[src/rtl/abfn_tick_pkg.sv]
// Shared types and defaults for the fabric timebase generator.
package abfn_tick_pkg;

  typedef enum logic [1:0] {
    StStop = 2'd0,
    StRun  = 2'd1,
    StLoad = 2'd2
  } tick_state_e;

  localparam int unsigned AccWDefault = 24;

  // Phase increment for a 16x oversample strobe: round(baud * 16 * 2^acc_w / clk_hz).
  function automatic int unsigned calc_baud_inc(input int unsigned baud,
                                                input int unsigned clk_hz,
                                                input int unsigned acc_w);
    longint unsigned num;
    num = (64'(baud) * 64'd16) << acc_w;
    return 32'((num + 64'(clk_hz / 2)) / 64'(clk_hz));
  endfunction

  // 115200 baud x16 from a 50 MHz fabric clock.
  localparam int unsigned IncResetDefault = calc_baud_inc(115200, 50000000, AccWDefault);

endpackage

[src/rtl/abfn_tick_div.sv]
// Modulo-N pulse divider: counts enabled cycles, registers a one-cycle tick on wrap.
module abfn_tick_div #(
  parameter int unsigned N = 50
) (
  input  logic clk_i,
  input  logic rst_i,
  input  logic en_i,
  output logic wrap_o,
  output logic tick_o
);

  localparam int unsigned CntW = (N > 1) ? $clog2(N) : 1;
  localparam logic [CntW-1:0] CntMax = CntW'(N - 1);

  logic [CntW-1:0] cnt_q;
  logic            tick_q;

  // Combinational wrap lets a cascaded divider advance on the same edge this one ticks.
  assign wrap_o = en_i && (cnt_q == CntMax);
  assign tick_o = tick_q;

  // Counter and registered tick.
  always_ff @(posedge clk_i) begin
    if (rst_i) begin
      cnt_q  <= '0;
      tick_q <= 1'b0;
    end else begin
      tick_q <= wrap_o;
      if (wrap_o) begin
        cnt_q <= '0;
      end else if (en_i) begin
        cnt_q <= cnt_q + CntW'(1);
      end
    end
  end

endmodule

[src/rtl/abfn_fab_tick_gen.sv]
// Fabric timebase: fractional 16x baud strobe, 1x baud strobe, 1 us and 1 ms strobes.
module abfn_fab_tick_gen
  import abfn_tick_pkg::*;
#(
  parameter int unsigned CLK_FREQ_HZ = 50000000,
  parameter int unsigned INC_RESET   = IncResetDefault,
  parameter int unsigned ACC_W       = AccWDefault
) (
  input  logic             CLK,
  input  logic             RESET,
  input  logic             BAUD_EN,
  input  logic             CFG_VALID,
  input  logic [ACC_W-1:0] CFG_INC,
  output logic             CFG_READY,
  output logic             BAUD16_TICK,
  output logic             BAUD_TICK,
  output logic             US_TICK,
  output logic             MS_TICK
);

  localparam int unsigned US_DIV = CLK_FREQ_HZ / 1000000;

  tick_state_e      state_q, state_d;
  logic [ACC_W-1:0] acc_q, acc_d;
  logic [ACC_W-1:0] inc_q, inc_d;
  logic [3:0]       os_cnt_q, os_cnt_d;
  logic             baud16_q, baud16_d;
  logic             baud_q, baud_d;
  logic             ready_q, ready_d;
  logic             accept;
  logic [ACC_W:0]   sum;
  logic             us_wrap;
  logic             ms_wrap_unused;

  assign accept = CFG_VALID && ready_q;
  assign sum    = {1'b0, acc_q} + {1'b0, inc_q};

  assign CFG_READY   = ready_q;
  assign BAUD16_TICK = baud16_q;
  assign BAUD_TICK   = baud_q;

  // Next-state: a config accept overrides every state; otherwise STOP/RUN/LOAD sequencing.
  always_comb begin
    state_d  = state_q;
    acc_d    = acc_q;
    inc_d    = inc_q;
    os_cnt_d = os_cnt_q;
    baud16_d = 1'b0;
    baud_d   = 1'b0;
    ready_d  = 1'b1;
    if (accept) begin
      state_d  = StLoad;
      inc_d    = CFG_INC;
      acc_d    = '0;
      os_cnt_d = '0;
      ready_d  = 1'b0;
    end else begin
      unique case (state_q)
        StStop: begin
          acc_d    = '0;
          os_cnt_d = '0;
          if (BAUD_EN) state_d = StRun;
        end
        StRun: begin
          if (!BAUD_EN) begin
            state_d  = StStop;
            acc_d    = '0;
            os_cnt_d = '0;
          end else begin
            acc_d    = sum[ACC_W-1:0];
            baud16_d = sum[ACC_W];
            if (sum[ACC_W]) begin
              os_cnt_d = os_cnt_q + 4'd1;
              baud_d   = (os_cnt_q == 4'd15);
            end
          end
        end
        StLoad: begin
          state_d = BAUD_EN ? StRun : StStop;
        end
        default: begin
          state_d = StStop;
        end
      endcase
    end
  end

  // State, accumulator and registered strobes.
  always_ff @(posedge CLK) begin
    if (RESET) begin
      // Enter RUN directly so the accumulator adds on the first edge after release.
      state_q  <= BAUD_EN ? StRun : StStop;
      acc_q    <= '0;
      inc_q    <= ACC_W'(INC_RESET);
      os_cnt_q <= '0;
      baud16_q <= 1'b0;
      baud_q   <= 1'b0;
      ready_q  <= 1'b1;
    end else begin
      state_q  <= state_d;
      acc_q    <= acc_d;
      inc_q    <= inc_d;
      os_cnt_q <= os_cnt_d;
      baud16_q <= baud16_d;
      baud_q   <= baud_d;
      ready_q  <= ready_d;
    end
  end

  abfn_tick_div #(
    .N(US_DIV)
  ) u_us_div (
    .clk_i (CLK),
    .rst_i (RESET),
    .en_i  (1'b1),
    .wrap_o(us_wrap),
    .tick_o(US_TICK)
  );

  // Driven by the us wrap (not US_TICK) so MS_TICK lines up with the wrapping US_TICK.
  abfn_tick_div #(
    .N(1000)
  ) u_ms_div (
    .clk_i (CLK),
    .rst_i (RESET),
    .en_i  (us_wrap),
    .wrap_o(ms_wrap_unused),
    .tick_o(MS_TICK)
  );

endmodule
[config.mk]
export PLATFORM = sky130hd
export DESIGN_NAME = abfn_fab_tick_gen
export DESIGN_NICKNAME = d
export VERILOG_FILES = /design/src/rtl/abfn_tick_pkg.sv /design/src/rtl/abfn_tick_div.sv /design/src/rtl/abfn_fab_tick_gen.sv
export SDC_FILE = /design/constraint.sdc
export NUM_CORES = 1
export LEC_CHECK = 0
export CORE_MARGIN = 2
export CORE_UTILIZATION = 53
export DETAILED_ROUTE_END_ITERATION = 12
export PLACE_DENSITY = 0.74
export SETUP_SLACK_MARGIN = 0.02
export SLEW_MARGIN = 20
export SYNTH_ARGS = -nofsm -noshare
export SYNTH_HDL_FRONTEND = slang
export SYNTH_SLANG_ARGS = --single-unit
[constraint.sdc]
create_clock -name CLK -period 5.3 [get_ports CLK]
set_clock_uncertainty 0.05 [all_clocks]
set_input_delay 1.06 -clock CLK [delete_from_list [all_inputs] [get_ports CLK]]
set_output_delay 1.06 -clock CLK [all_outputs]
set_load 0.005 [all_outputs]
==> impl_metrics.json, run 1 <==
{
  "routed_wl_microns": 8120,
  "h-tree-depth": 3,
  "holdBufCountCts": 0,
  "clockBufferDepth": 2,
  "rows": 31,
  "avgSynthCellArea_sq_um": 9.34,
  "ys.warnings.count": 0,
  "num_io_pins": 33,
  "wl_per_cell_microns": 14.7,
  "grt_pass1_wl_microns": 14100,
  "endpoint_kind": "flop",
  "grt_use_total": 0.214,
  "drt_iter0_markers": 154,
  "register_area_sq_um": 1520,
  "cts_sinks": 75,
  "die_h_microns": 89.9,
  "p_leak_uw": 0.00184,
  "crit_path_max_fanout": 24,
  "hold_viol": 0,
  "multiInputGateArea_sq_um": 2270,
  "worst_ir_drop_vdd_v": 0.000197,
  "worst_slew_pin_slew_ps": 906,
  "root_buffer": "clkbuf_8",
  "post-route-util": 0.627,
  "yosys-top-cells-area": "dfxtp_1 (37%), ha_1 (9.0%), nand2_1 (3.8%)",
  "n_antenna_cell": 0,
  "synth-seq-cells": 75,
  "drc_errors": 0,
  "place.gp.congestion": 0.913,
  "antenna_found_initial": 0,
  "numCtsBuffers": 9,
  "min_path_type": "reg -> reg",
  "cap_violations": 0,
  "cts_tree": "yes",
  "ctsResizeCount": 0,
  "synth.cell_area_sq_um": 3910,
  "dp.cells": 538,
  "synth_top_cell_by_area": "dfxtp_1",
  "rsz0062_at_grt": "no",
  "setup_tns_ps": 0,
  "layout-drive-gt1-share": 0.0901,
  "p_per_area_nw_per_um2": 282,
  "synth.distinct_cells": 67,
  "die_width_microns": 89.9,
  "required_ps": 5550,
  "core_area_sq_um": 7210,
  "drv_slew": 0,
  "max-slew-margin-rel": 0.396,
  "fin_crit_sh": 0.636,
  "fin_ws_ps": 1930,
  "status": "completed",
  "synth_nets": 476,
  "post-route-cell-area_sq_um": 4520,
  "start_kind": "input port",
  "firstDrtPassIters": 4,
  "clk_latency_ps": 360,
  "grt_overflow": 0,
  "fillers": 643,
  "num-nets-final": 507,
  "async_flop_share": 0,
  "vias": 3095,
  "criticalPathCategory": "in -> reg",
  "dp_hpwl_microns": 5750,
  "dieArea_sq_um": 8090,
  "ys_seq_area_frac": 0.389,
  "placed_area_sq_um": 4300,
  "crit_arrival_ps": 3620,
  "layout_common_cells": "dfxtp_1 (73), nand2_1 (40), clkdlybuf4s50_1 (32)",
  "dp_worst_setup_slack_ps": 1650,
  "ant_nets": 0,
  "initial_core_util": 0.542,
  "cts_setup_buffers": 0,
  "grt_max_degree": 25,
  "synth_edf_count": 2,
  "fmax_mhz": 297,
  "grt_pass1_vias": 3010,
  "finalNonFillerCells": 554,
  "setup_viol": 0,
  "synth_top_area_frac": 0.373,
  "fin_crit_ps": 3370,
  "io_buffer_count": 32,
  "vias_per_cell": 5.59,
  "clk_pin_slew_worst_paths_ps": 80,
  "final_common_cell": "dfxtp_1",
  "synth_flop_cell": "dfxtp_1",
  "area_growth_pct": 15.6,
  "synthCells": 419
}
registers in the layout, indices dropped and copies added, names as in the netlist, 2 cells and up:
signal and count:
acc_q 24, u_us_div.cnt_q 6, state_q 2, os_cnt_q 4, u_ms_div.cnt_q 10, inc_q 24
layout make-up:
class | count | share of cell area
Inverter | 14 | 0.0116
Multi-Input combinational cell | 316 | 0.501
Tap cell | 99 | 0.0274
Sequential cell | 75 | 0.336
Clock inverter | 7 | 0.0221
Clock buffer | 9 | 0.0274
Timing Repair Buffer | 34 | 0.0741
layer usage:
metal / track usage / wire length (microns) / up-vias
met5: 0 / 0 / -
met4: 0.0679 / 57 / 0
met3: 0.0478 / 369 / 6
met2: 0.350 / 3810 / 50
met1: 0.283 / 3890 / 1443
li1: - / - / 1596
logic make-up after synthesis:
logic type      count (synthesis)  synth area share
compound gates                129             0.249
simple gates                  127             0.165
flops                          75             0.389
fa+ha+maj                      29            0.0946
buf+inv                        28            0.0323
xor+xnor                       26            0.0582
mux                             5            0.0128
critical path: stages:
cell and delay [ps]:
clkdlybuf4s50_1 540, inv_2 140, nand2_1 430, nor2_1 270, nand2_1 540, nor3_1 430, a21oi_1 80, nand2_1 110
metrics by stage:
stage,hold WS [ps],total power (uW)
2_1_floorplan,380,742
3_3_place_gp,387,787
3_5_place_dp,392,790
4_1_cts,405,1290
5_1_grt,424,1330
6_report,401,1270
cell usage after synthesis (3+ instances only):
master / number
o21ai_1: 8
nor2_1: 29
and2_1: 4
o21a_1: 4
a21oi_1: 26
a211oi_1: 3
nor3_1: 9
clkbuf_1: 9
nand2b_1: 3
o22a_1: 13
xor2_1: 14
o31ai_1: 4
dfxtp_1: 73
xnor2_1: 12
ha_1: 28
mux2i_1: 5
nor2b_1: 3
nand2_1: 40
nand4_1: 4
o211ai_1: 4
inv_1: 13
a21oi_2: 4
a211o_1: 3
nand3_1: 7
and3_1: 7
nor3b_1: 3
o21ai_0: 20
or3_1: 4
a22o_1: 12
a21o_1: 5
report_power, final:
part	internal, uW	switching, uW
clock network	269	227
logic	80.9	93.6
registers	588	16.3
worst paths after layout:
| path | endpoint | slack (ps) | cells after the start | from |
|---|---|---|---|---|
| worst max-delay path | acc_q[22] | 1930 | 8 | RESET |
| worst min-delay path | acc_q[8] | 400 | 2 | acc_q[8] |
| worst max register to register | os_cnt_q[3] | 2640 | 10 | inc_q[0] |
| worst min register to register | acc_q[8] | 400 | 2 | acc_q[8] |
Note: power is estimated with default switching activity, not from simulation.
==> run 2: changes to the inputs <==
Clock period 5.3 ns to 3.2 ns, I/O delays scaled along.
==> run 2 against run 1 <==
Net effect: largest cell class unchanged; die area stayed put; global-route usage is 0.12 points lower; utilization hardly changed; largest power group unchanged; sequential share of layout area hardly changed; via count is 0.71% higher.
==> impl_metrics.json, run 2 (synthesis gave the netlist of run 1 again) <==
{
  "final_common_cell": "dfxtp_1",
  "firstDrtPassIters": 4,
  "rows": 31,
  "power.share.combinational": 0.146,
  "status": "completed",
  "io_buffer_count": 32,
  "rsz0062_at_grt": "no",
  "wl_per_cell_microns": 14.4,
  "clk_pin_slew_worst_paths_ps": 80,
  "ant_nets": 0,
  "drt_iter0_markers": 133,
  "top_regs": "acc_q: 24 flops, inc_q: 24 flops, u_ms_div.cnt_q: 10 flops",
  "fmax_mhz": 383,
  "grt_pass1_vias": 3164,
  "fillers": 622,
  "ctsResizeCount": 0,
  "layout_common_cells": "dfxtp_1 (73), nand2_1 (40), clkdlybuf4s50_1 (32)",
  "crit_path_end": "inc_q[5]",
  "cts_sinks": 75,
  "h-tree-depth": 3,
  "fin_crit_sh": 0.816,
  "grt_pass1_wl_microns": 14300,
  "endpoint_kind": "flop",
  "setup_tns_ps": 0,
  "vias": 3117,
  "sequentialPowerShare": 0.496,
  "start_kind": "input port",
  "antenna_found_initial": 0,
  "drc_errors": 0,
  "clockBufferDepth": 2,
  "min_path_type": "reg -> reg",
  "p_leak_uw": 0.00183,
  "p_int_uw": 1480,
  "cts_tree": "yes",
  "r2r-start": "acc_q[0]",
  "cp-startpoint": "RESET",
  "grt_max_degree": 24,
  "required_ps": 3370,
  "setup_viol": 0,
  "r2r_end": "os_cnt_q[3]",
  "n_antenna_cell": 0,
  "max-slew-margin-rel": 0.366,
  "placed_area_sq_um": 4330,
  "vias_per_cell": 5.59,
  "clk_latency_ps": 340,
  "layout-drive-gt1-share": 0.0937,
  "r2r_setup_slack_ps": 640,
  "numCtsBuffers": 9,
  "num-nets-final": 511,
  "criticalPathCategory": "in -> reg",
  "grt_overflow": 0,
  "drv_slew": 0,
  "grt_use_total": 0.213,
  "reg2reg_depth": 10,
  "hold_viol": 0,
  "cap_violations": 0,
  "dp_hpwl_microns": 5860,
  "initial_core_util": 0.542,
  "p_clk_frac": 0.357,
  "cts_setup_buffers": 0,
  "num_io_pins": 33,
  "multiInputGateArea_sq_um": 2270,
  "worst_ir_drop_vdd_v": 0.000269,
  "holdBufCountCts": 0,
  "worst_slew_pin_slew_ps": 948,
  "place.gp.congestion": 0.878,
  "core_area_sq_um": 7210,
  "root_buffer": "clkbuf_8",
  "p_per_area_nw_per_um2": 446,
  "switchingPower_uw": 540,
  "sw_frac_of_total": 0.268,
  "post-route-cell-area_sq_um": 4520,
  "die_width_microns": 89.9,
  "routed_wl_microns": 8030,
  "area_growth_pct": 15.5,
  "fin_crit_ps": 2610,
  "dieArea_sq_um": 8090,
  "crit_arrival_ps": 2790,
  "register_area_sq_um": 1520,
  "die_h_microns": 89.9,
  "crit_path_max_fanout": 15
}
-- run 2: metal layers --
layer / vias up / wire [microns] / track usage
met3: 11 / 256 / 0.0352
met5: - / 0 / 0
met1: 1444 / 3980 / 0.286
met2: 55 / 3660 / 0.345
li1: 1607 / - / -
met4: 0 / 130 / 0.0821
-- run 2: critical path, cell delays in order --
cell	delay, ps
clkdlybuf4s50_1	530
nor2_1	780
inv_1	520
o22a_1	300
-- run 2: worst min-delay path by stage --
stage / start / to / cells after the start
finish: acc_q[18] / acc_q[18] / 2
floorplan: u_us_div.cnt_q[0] / u_us_div.cnt_q[0] / 1
global placement: acc_q[19] / acc_q[19] / 2
CTS: acc_q[19] / acc_q[19] / 2
global route: acc_q[21] / acc_q[21] / 2
detailed placement: acc_q[18] / acc_q[18] / 2
-- run 2: layout make-up --
class	instances	area share
clock buffers	11	0.0291
multi-input cells	316	0.501
flip-flops and latches	75	0.336
clock inverters	5	0.0136
inverters	14	0.0116
well taps	99	0.0274
repair buffers	38	0.0808
-- run 2: per-stage QoR --
step                      utilization  setup WS (ps)  std cells  hold slack, ps  power (uW)
after global placement          0.600            327        542             389        1310
after floorplan                     -            957        419             380        1230
final                           0.627            588        558             406        2010
after CTS                       0.627            576        558             408        2030
after detailed placement        0.600            206        542             396        1310
after global routing            0.627            418        558             435        2100
-- run 2: power by group through the flow --
| stage | Sequential, uW | Combinational [uW] | Clock, uW |
|---|---|---|---|
| finish | 1000 | 294 | 720 |
| global route | 1010 | 327 | 770 |
| CTS | 1000 | 294 | 733 |
| detailed placement | 1020 | 291 | 0 |
| global placement | 1020 | 286 | 0 |
| floorplan | 1010 | 217 | 0 |
==> run 3: changes to the inputs <==
Settings changed: CORE_UTILIZATION 53 to 52, PLACE_DENSITY 0.74 to 0.76.
Clock period 3.2 ns to 2.4 ns, I/O delays scaled along.
==> run 3 against run 2 <==
Net effect: combinational power grew 45%; critical endpoint is now acc_q[23]; critical path depth up 4; global-route usage up 0.67 points; via count rose by 4.7%; routed wire length up 8.3%; die area increased by 1.8%; hold slack got worse by 0.66 ps.
==> impl_metrics.json, run 3 (synthesis gave the netlist of run 1 again) <==
{
  "status": "completed",
  "power_uw": 2740,
  "setup_viol": 0,
  "fmax_mhz": 438,
  "clockBufferDepth": 2,
  "grt_pass1_vias": 3243,
  "area_growth_pct": 19.5,
  "grt_overflow": 0,
  "r2r_end": "acc_q[23]",
  "initial_core_util": 0.540,
  "drt_iter0_markers": 162,
  "endpoint_kind": "flop",
  "vias_per_cell": 5.75,
  "num-nets-final": 521,
  "p_per_area_nw_per_um2": 586,
  "post-route-cell-area_sq_um": 4680,
  "dp_hpwl_microns": 6230,
  "rows": 31,
  "final_common_cell": "dfxtp_1",
  "p_leak_uw": 0.00190,
  "worst_slew_pin_slew_ps": 626,
  "h-tree-depth": 3,
  "fin_crit_ps": 2280,
  "antenna_found_initial": 0,
  "rsz0062_at_grt": "no",
  "die_h_microns": 90.8,
  "cap_violations": 0,
  "start_kind": "flop",
  "grt_use_total": 0.219,
  "place.gp.congestion": 0.915,
  "worstHoldStart": "acc_q[18]",
  "clk_pin_slew_worst_paths_ps": 80,
  "io_buffer_count": 32,
  "criticalPathCategory": "reg -> reg",
  "max-slew-margin-rel": 0.580,
  "top_regs": "acc_q: 24 flops, inc_q: 24 flops, u_ms_div.cnt_q: 10 flops",
  "reg2reg_depth": 8,
  "drc_errors": 0,
  "hold_ws_ps": 406,
  "r2r_setup_slack_ps": 120,
  "holdBufCountCts": 0,
  "drv_slew": 0,
  "worst_ir_drop_vdd_v": 0.000336,
  "dieArea_sq_um": 8240,
  "die_width_microns": 90.8,
  "layout-drive-gt1-share": 0.141,
  "placed_area_sq_um": 4390,
  "r2r-start": "acc_q[14]",
  "hold_path_depth": 2,
  "max_stage_delay_ps": 380,
  "cts_sinks": 75,
  "firstDrtPassIters": 5,
  "required_ps": 2610,
  "core_area_sq_um": 7250,
  "slowest_stage": "ha_1",
  "min_to": "acc_q[18]",
  "vias": 3264,
  "routed_wl_microns": 8700,
  "n_antenna_cell": 0,
  "root_buffer": "clkbuf_8",
  "ant_nets": 0,
  "clk_latency_ps": 360,
  "layout_common_cells": "dfxtp_1 (71), nand2_1 (40), clkdlybuf4s50_1 (32)",
  "crit_path_max_fanout": 6,
  "grt_max_degree": 16,
  "cts_tree": "yes",
  "min_path_type": "reg -> reg",
  "crit_arrival_ps": 2490,
  "num_io_pins": 33,
  "numCtsBuffers": 9,
  "wl_per_cell_microns": 15.3,
  "grt_pass1_wl_microns": 14800,
  "fin_crit_sh": 0.951,
  "path_cells": "ha_1, a21o_1, or2_1, a2111oi_4, a21oi_2, a21boi_2, mux2i_1, nand2_1",
  "hold_viol": 0
}
-- run 3: cell count changes in the layout (fill, tap and decap cells not counted), sizes merged --
cell,change
buf,+10
clkbuf,-1
clkinv,+1
-- run 3: repair_timing --
item | 4_1_cts | 5_1_grt
pin swaps | 1 | 7
setup endpoints to repair | 1 | 7
buffers inserted | 0 | 2
gates resized for setup | 2 | 15
-- run 3: worst max path at each step --
stage | to | startpoint | slack, ps
6_report | acc_q[23] | acc_q[14] | 120
2_1_floorplan | os_cnt_q[3] | acc_q[0] | 160
3_5_place_dp | os_cnt_q[3] | acc_q[0] | -3
3_3_place_gp | os_cnt_q[3] | acc_q[0] | 130
5_1_grt | os_cnt_q[3] | acc_q[9] | 20
4_1_cts | os_cnt_q[3] | acc_q[0] | 30
-- run 3: layout make-up --
type	instances	area, sq um
tap	99	124
clock inverter	6	65.1
clock buffer	10	128
inverter	14	52.6
sequential	75	1520
timing repair buffer	48	440
multi-input combinational	316	2340
fill	629	2580
-- run 3: stage by stage --
step | TNS (ps) | setup slack [ps] | cells | utilization
2_1_floorplan | 0 | 157 | 419 | -
3_3_place_gp | 0 | 128 | 550 | 0.605
3_5_place_dp | -2.76 | -2.76 | 550 | 0.605
4_1_cts | 0 | 25.4 | 566 | 0.633
5_1_grt | 0 | 21.2 | 568 | 0.645
6_report | 0 | 118 | 568 | 0.645
-- run 3: power breakdown --
group	switching [uW]	internal (uW)	total (uW)
Clock	497	480	977
Combinational	225	201	426
Sequential	37.6	1300	1340
-- run 3: routing by layer --
layer  global-route usage  vias to the layer above  routed length, microns
li1                     -                     1625                       -
met1                0.279                     1543                    4030
met2                0.365                       79                    4100
met3               0.0384                       17                     373
met4               0.0949                        0                     191
met5                    0                        -                       0
-- run 3: worst max-delay path, delay by kind of cell, from the launching register on --
family | cells | cell delay [ps]
AO/OA/AOI/OAI | 4 | 850
adder cells (fa/ha/maj) | 1 | 380
AND/OR/NAND/NOR | 2 | 330
flip-flops | 1 | 320
multiplexers | 1 | 250
==> RTL change 1 (settings of run 3) <==
The parameter `N` goes from 1000 to 250.
--- a/src/rtl/abfn_fab_tick_gen.sv
+++ b/src/rtl/abfn_fab_tick_gen.sv
@@ -119,7 +119,7 @@
 
   // Driven by the us wrap (not US_TICK) so MS_TICK lines up with the wrapping US_TICK.
   abfn_tick_div #(
-    .N(1000)
+    .N(250)
   ) u_ms_div (
     .clk_i (CLK),
     .rst_i (RESET),
Behaviour: same outputs for any inputs over 10 cycles, from zero or initial values and one cycle with RESET high; that may be too few to reach the edited logic, so the function may still have changed.
==> RTL change 1 against run 3 <==
Sequential cell count decreased by 2; synthesized cell count increased by 1.9%; critical path depth increased by 2; fmax increased by 0.66%; power decreased by 4.2%; worst setup slack improved by 15 ps; first-iteration DRC count decreased by 3.7%; area after synthesis decreased by 3.7%; largest cell class unchanged; routed wire length decreased by 5.0%; die area decreased by 3.5%; design area decreased by 1.7%; critical path type unchanged; combinational power decreased by 1%.
==> RTL change 1: results (changes against run 3) <==
status: "complete, no violations"
slowest_stage: "dfxtp_2"
min_from: "acc_q[22]"
worstReg2RegStart: "inc_q[0]"
grt_pass1_vias: 3163  # -2.5%
worstRegToRegCells: 10  # +2
drive_gt1_frac: 0.134  # -0.00643
track_usage: 0.219  # about the same
hold_ws_ps: 405  # -0.887 ps
synth_common_cells: "dfxtp_1, nand2_1, a21oi_1, nor2_1, ha_1"
drt_first_pass_iters: 4  # -1
critPathMaxStageDelay_ps: 360  # -20 ps
syn_nets: 485  # +1.9%
irDropWorstVdd_mv: 0.405  # +20%
place_inst: 565  # +2.7%
cts_resized: 4  # +2
power.leakage_nw: 1.84  # -3.2%
reg2reg_to: "os_cnt_q[3]"
avgSynthCellArea_um2: 8.83  # -5.5%
drtIter0Drc: 156  # -3.7%
hpwl_um: 6070  # -2.5%
synth_area_leaders: "dfxtp_1, ha_1, xor2_1"
reg.largest.list: "acc_q x24, inc_q x24, u_ms_div.cnt_q x8"
post_cts_buffers: 1  # +1
nFillCells: 606  # -3.7%
post_dp_cell_area_um2: 4320  # -1.6%
ys_seq_area_frac: 0.393  # +0.00435
min_to: "acc_q[22]"
ys_types: 52  # -22%
==> RTL change 1: cell count changes in the layout (fill, tap and decap cells not counted), sizes merged, moves of 5 or more <==
cell and delta:
buf +9, nand3 +5, xor2 +5, xnor2 -5
o21ai +5, a21o +5, inv +7
==> RTL change 1: final cells by class <==
type	count	area [µm²]	share of cell area
Multi-Input combinational cell	321	2240	0.486
Sequential cell	73	1480	0.323
Timing Repair Buffer	57	508	0.111
Clock buffer	9	124	0.0269
Tap cell	99	124	0.0269
Inverter	17	63.8	0.0139
Clock inverter	7	57.6	0.0125
==> RTL change 1: worst max-delay path by stage <==
| stage | slack (ps) | end |
|---|---|---|
| after floorplan | 80 | os_cnt_q[3] |
| after global placement | 70 | os_cnt_q[3] |
| after detailed placement | 8 | os_cnt_q[3] |
| after CTS | 20 | os_cnt_q[3] |
| after global routing | 20 | acc_q[23] |
| final | 130 | os_cnt_q[3] |
==> RTL change 1: logic make-up after synthesis <==
family	count (synthesis)	synth area share
fa+ha+maj	30	0.102
buf+inv	33	0.0349
mux	2	0.00531
xor+xnor	26	0.0604
compound gates	139	0.252
simple gates	124	0.153
flops	73	0.393
==> RTL change 1: per-layer routing <==
layer	part of all wire	global-route usage
met1	0.46	0.285
met3	0.046	0.0572
met5	0	0
met2	0.48	0.356
met4	0.014	0.0733
==> RTL change 1: power by group through the flow <==
| stage | clock network (mW) | registers [mW] | logic [mW] |
|---|---|---|---|
| CTS | 0.924 | 1.30 | 0.408 |
| floorplan | 0 | 1.32 | 0.273 |
| finish | 0.905 | 1.30 | 0.420 |
| global placement | 0 | 1.32 | 0.393 |
| global route | 0.987 | 1.31 | 0.466 |
| detailed placement | 0 | 1.33 | 0.401 |
==> RTL change 2 (config.mk and constraints of run 3) <==
Without the edit above. Make the reset (`rst_i`) asynchronous in one clocked block.
--- a/src/rtl/abfn_tick_div.sv
+++ b/src/rtl/abfn_tick_div.sv
@@ -20,7 +20,7 @@
   assign tick_o = tick_q;
 
   // Counter and registered tick.
-  always_ff @(posedge clk_i) begin
+  always_ff @(posedge clk_i or posedge rst_i) begin
     if (rst_i) begin
       cnt_q  <= '0;
       tick_q <= 1'b0;
Behaviour: no difference found for any inputs over 10 cycles, from zero or initial values and one cycle with RESET high; that may be too few to reach the edited logic, so the function may still have changed.
==> RTL change 2 against run 3 <==
Area after synthesis is 0.64% higher; largest power group unchanged; routed wire length is 0.54% lower; fmax is 0.70% lower; global-route usage is 0.31 points higher; worst setup slack worse by 16 ps; worst hold slack better by 4.2 ps; cell count is 0.88% higher; sequential cell count stayed put; power hardly changed; design area is 1.8% higher; sequential share of layout area is 1.3 points higher.
==> RTL change 2: results (changes against run 3) <==
grtUsageMet3: 0.0506  # +0.0122
grt_pass1_wl_um: 14900  # +0.47%
ys_seq_area_frac: 0.409  # +0.0204
drive_gt1_frac: 0.133  # -0.00781
synth_mux_area_frac: 0.00508  # -0.00771
relSlewSlack: 0.625  # +0.0446
use_met1: 0.261  # -0.0182
nNetsFinal: 526  # +0.96%
synth_common_cells: "dfxtp_1, nand2_1, o21ai_0"
antenna_found_initial: 0  # unchanged
synth_xor_area_frac: 0.0667  # +0.00852
place_inst: 551  # +0.18%
nFillCells: 639  # +1.6%
use_met2: 0.386  # +0.0214
drtIter0Drc: 174  # +7.4%
synth_fa_ha_area_frac: 0.0940  # -0.000601
status: "complete, no violations"
irDropWorstVdd_mv: 0.421  # +25%
vias_per_cell: 5.77  # +0.49%
drt_first_pass_iters: 4  # -1
ys_types: 61  # -9.0%
crit_arrival_ps: 2550  # +60 ps
gp_congestion: 0.927  # +1.4%
power.leakage_nw: 1.94  # +2.3%
dpl_worst_slack_ps: -73.1  # -70.3 ps
track_usage: 0.222  # +0.00312
synth_compound_area_frac: 0.248  # -0.000310
via_count: 3309  # +1.4%
grt_max_degree: 20  # +4
-- RTL change 2: changes by cell type in the layout (fill, tap and decap cells not counted), moves of 4 or more --
cell and delta:
dfrtp_1 +18, and3_1 -4, a21oi_2 -4, o21ai_0 +10, nand2_1 +8, nor3_1 -8
dfxtp_1 -18
-- RTL change 2: what timing repair did --
action / 4_1_cts / 5_1_grt
setup endpoints to repair: 5 / 13
endpoints found under the hold margin: 0 / 0
pin swaps: 6 / 11
gates resized for setup: 11 / 8
buffers inserted: 2 / 4
-- RTL change 2: final timing paths --
path / startpoint / endpoint / slack, ps / cells past startpoint
max: acc_q[0] / os_cnt_q[0] / 100 / 11
max reg2reg: acc_q[0] / os_cnt_q[0] / 100 / 11
min in group asynchronous: RESET / u_us_div.cnt_q[5] / 470 / 3
max in group asynchronous: RESET / u_us_div.cnt_q[1] / 1620 / 3
min reg2reg: acc_q[17] / acc_q[17] / 410 / 2
min: acc_q[17] / acc_q[17] / 410 / 2
-- RTL change 2: per-stage QoR --
stage / hold slack, ps / cell area, µm²
4_1_cts: 412 / 4700
3_3_place_gp: 392 / 4430
2_1_floorplan: 382 / 3940
6_report: 410 / 4760
3_5_place_dp: 400 / 4430
5_1_grt: 426 / 4760
-- RTL change 2: worst max-delay path, cell delays in order, from the launching register on --
cell,delay (ps)
dfxtp_2,360
ha_4,130
inv_1,50
fa_2,330
nand2b_4,160
a211oi_4,220
nand2_2,130
a31oi_4,220
buf_6,150
o21ai_2,70
or2_1,260
a21oi_2,120
-- RTL change 2: cells by family after synthesis --
group                    count (synthesis)
adder cells (fa/ha/maj)                 29
AND/OR/NAND/NOR                        124
AO/OA/AOI/OAI                          136
flip-flops                              75
buffers and inverters                   25
XOR/XNOR                                30
multiplexers                             2
-- RTL change 2: routing by layer --
| layer | wire length [µm] | vias to the layer above |
|---|---|---|
| met5 | 0 | - |
| met4 | 208 | 0 |
| met3 | 336 | 18 |
| met2 | 4310 | 71 |
| met1 | 3800 | 1589 |
| li1 | - | 1631 |
-- RTL change 2: layout make-up --
class,instances,share of cell area
Clock buffer,9,0.0260
Clock inverter,7,0.0163
Inverter,10,0.00789
Multi-Input combinational cell,321,0.484
Sequential cell,75,0.339
Tap cell,99,0.0260
Timing Repair Buffer,52,0.100
-- RTL change 2: report_power, final --
group	switching, mW	internal [mW]	total [mW]
sequential	0.0294	1.30	1.33
clock	0.506	0.484	0.991
combinational	0.224	0.197	0.422
total	0.760	1.98	2.74
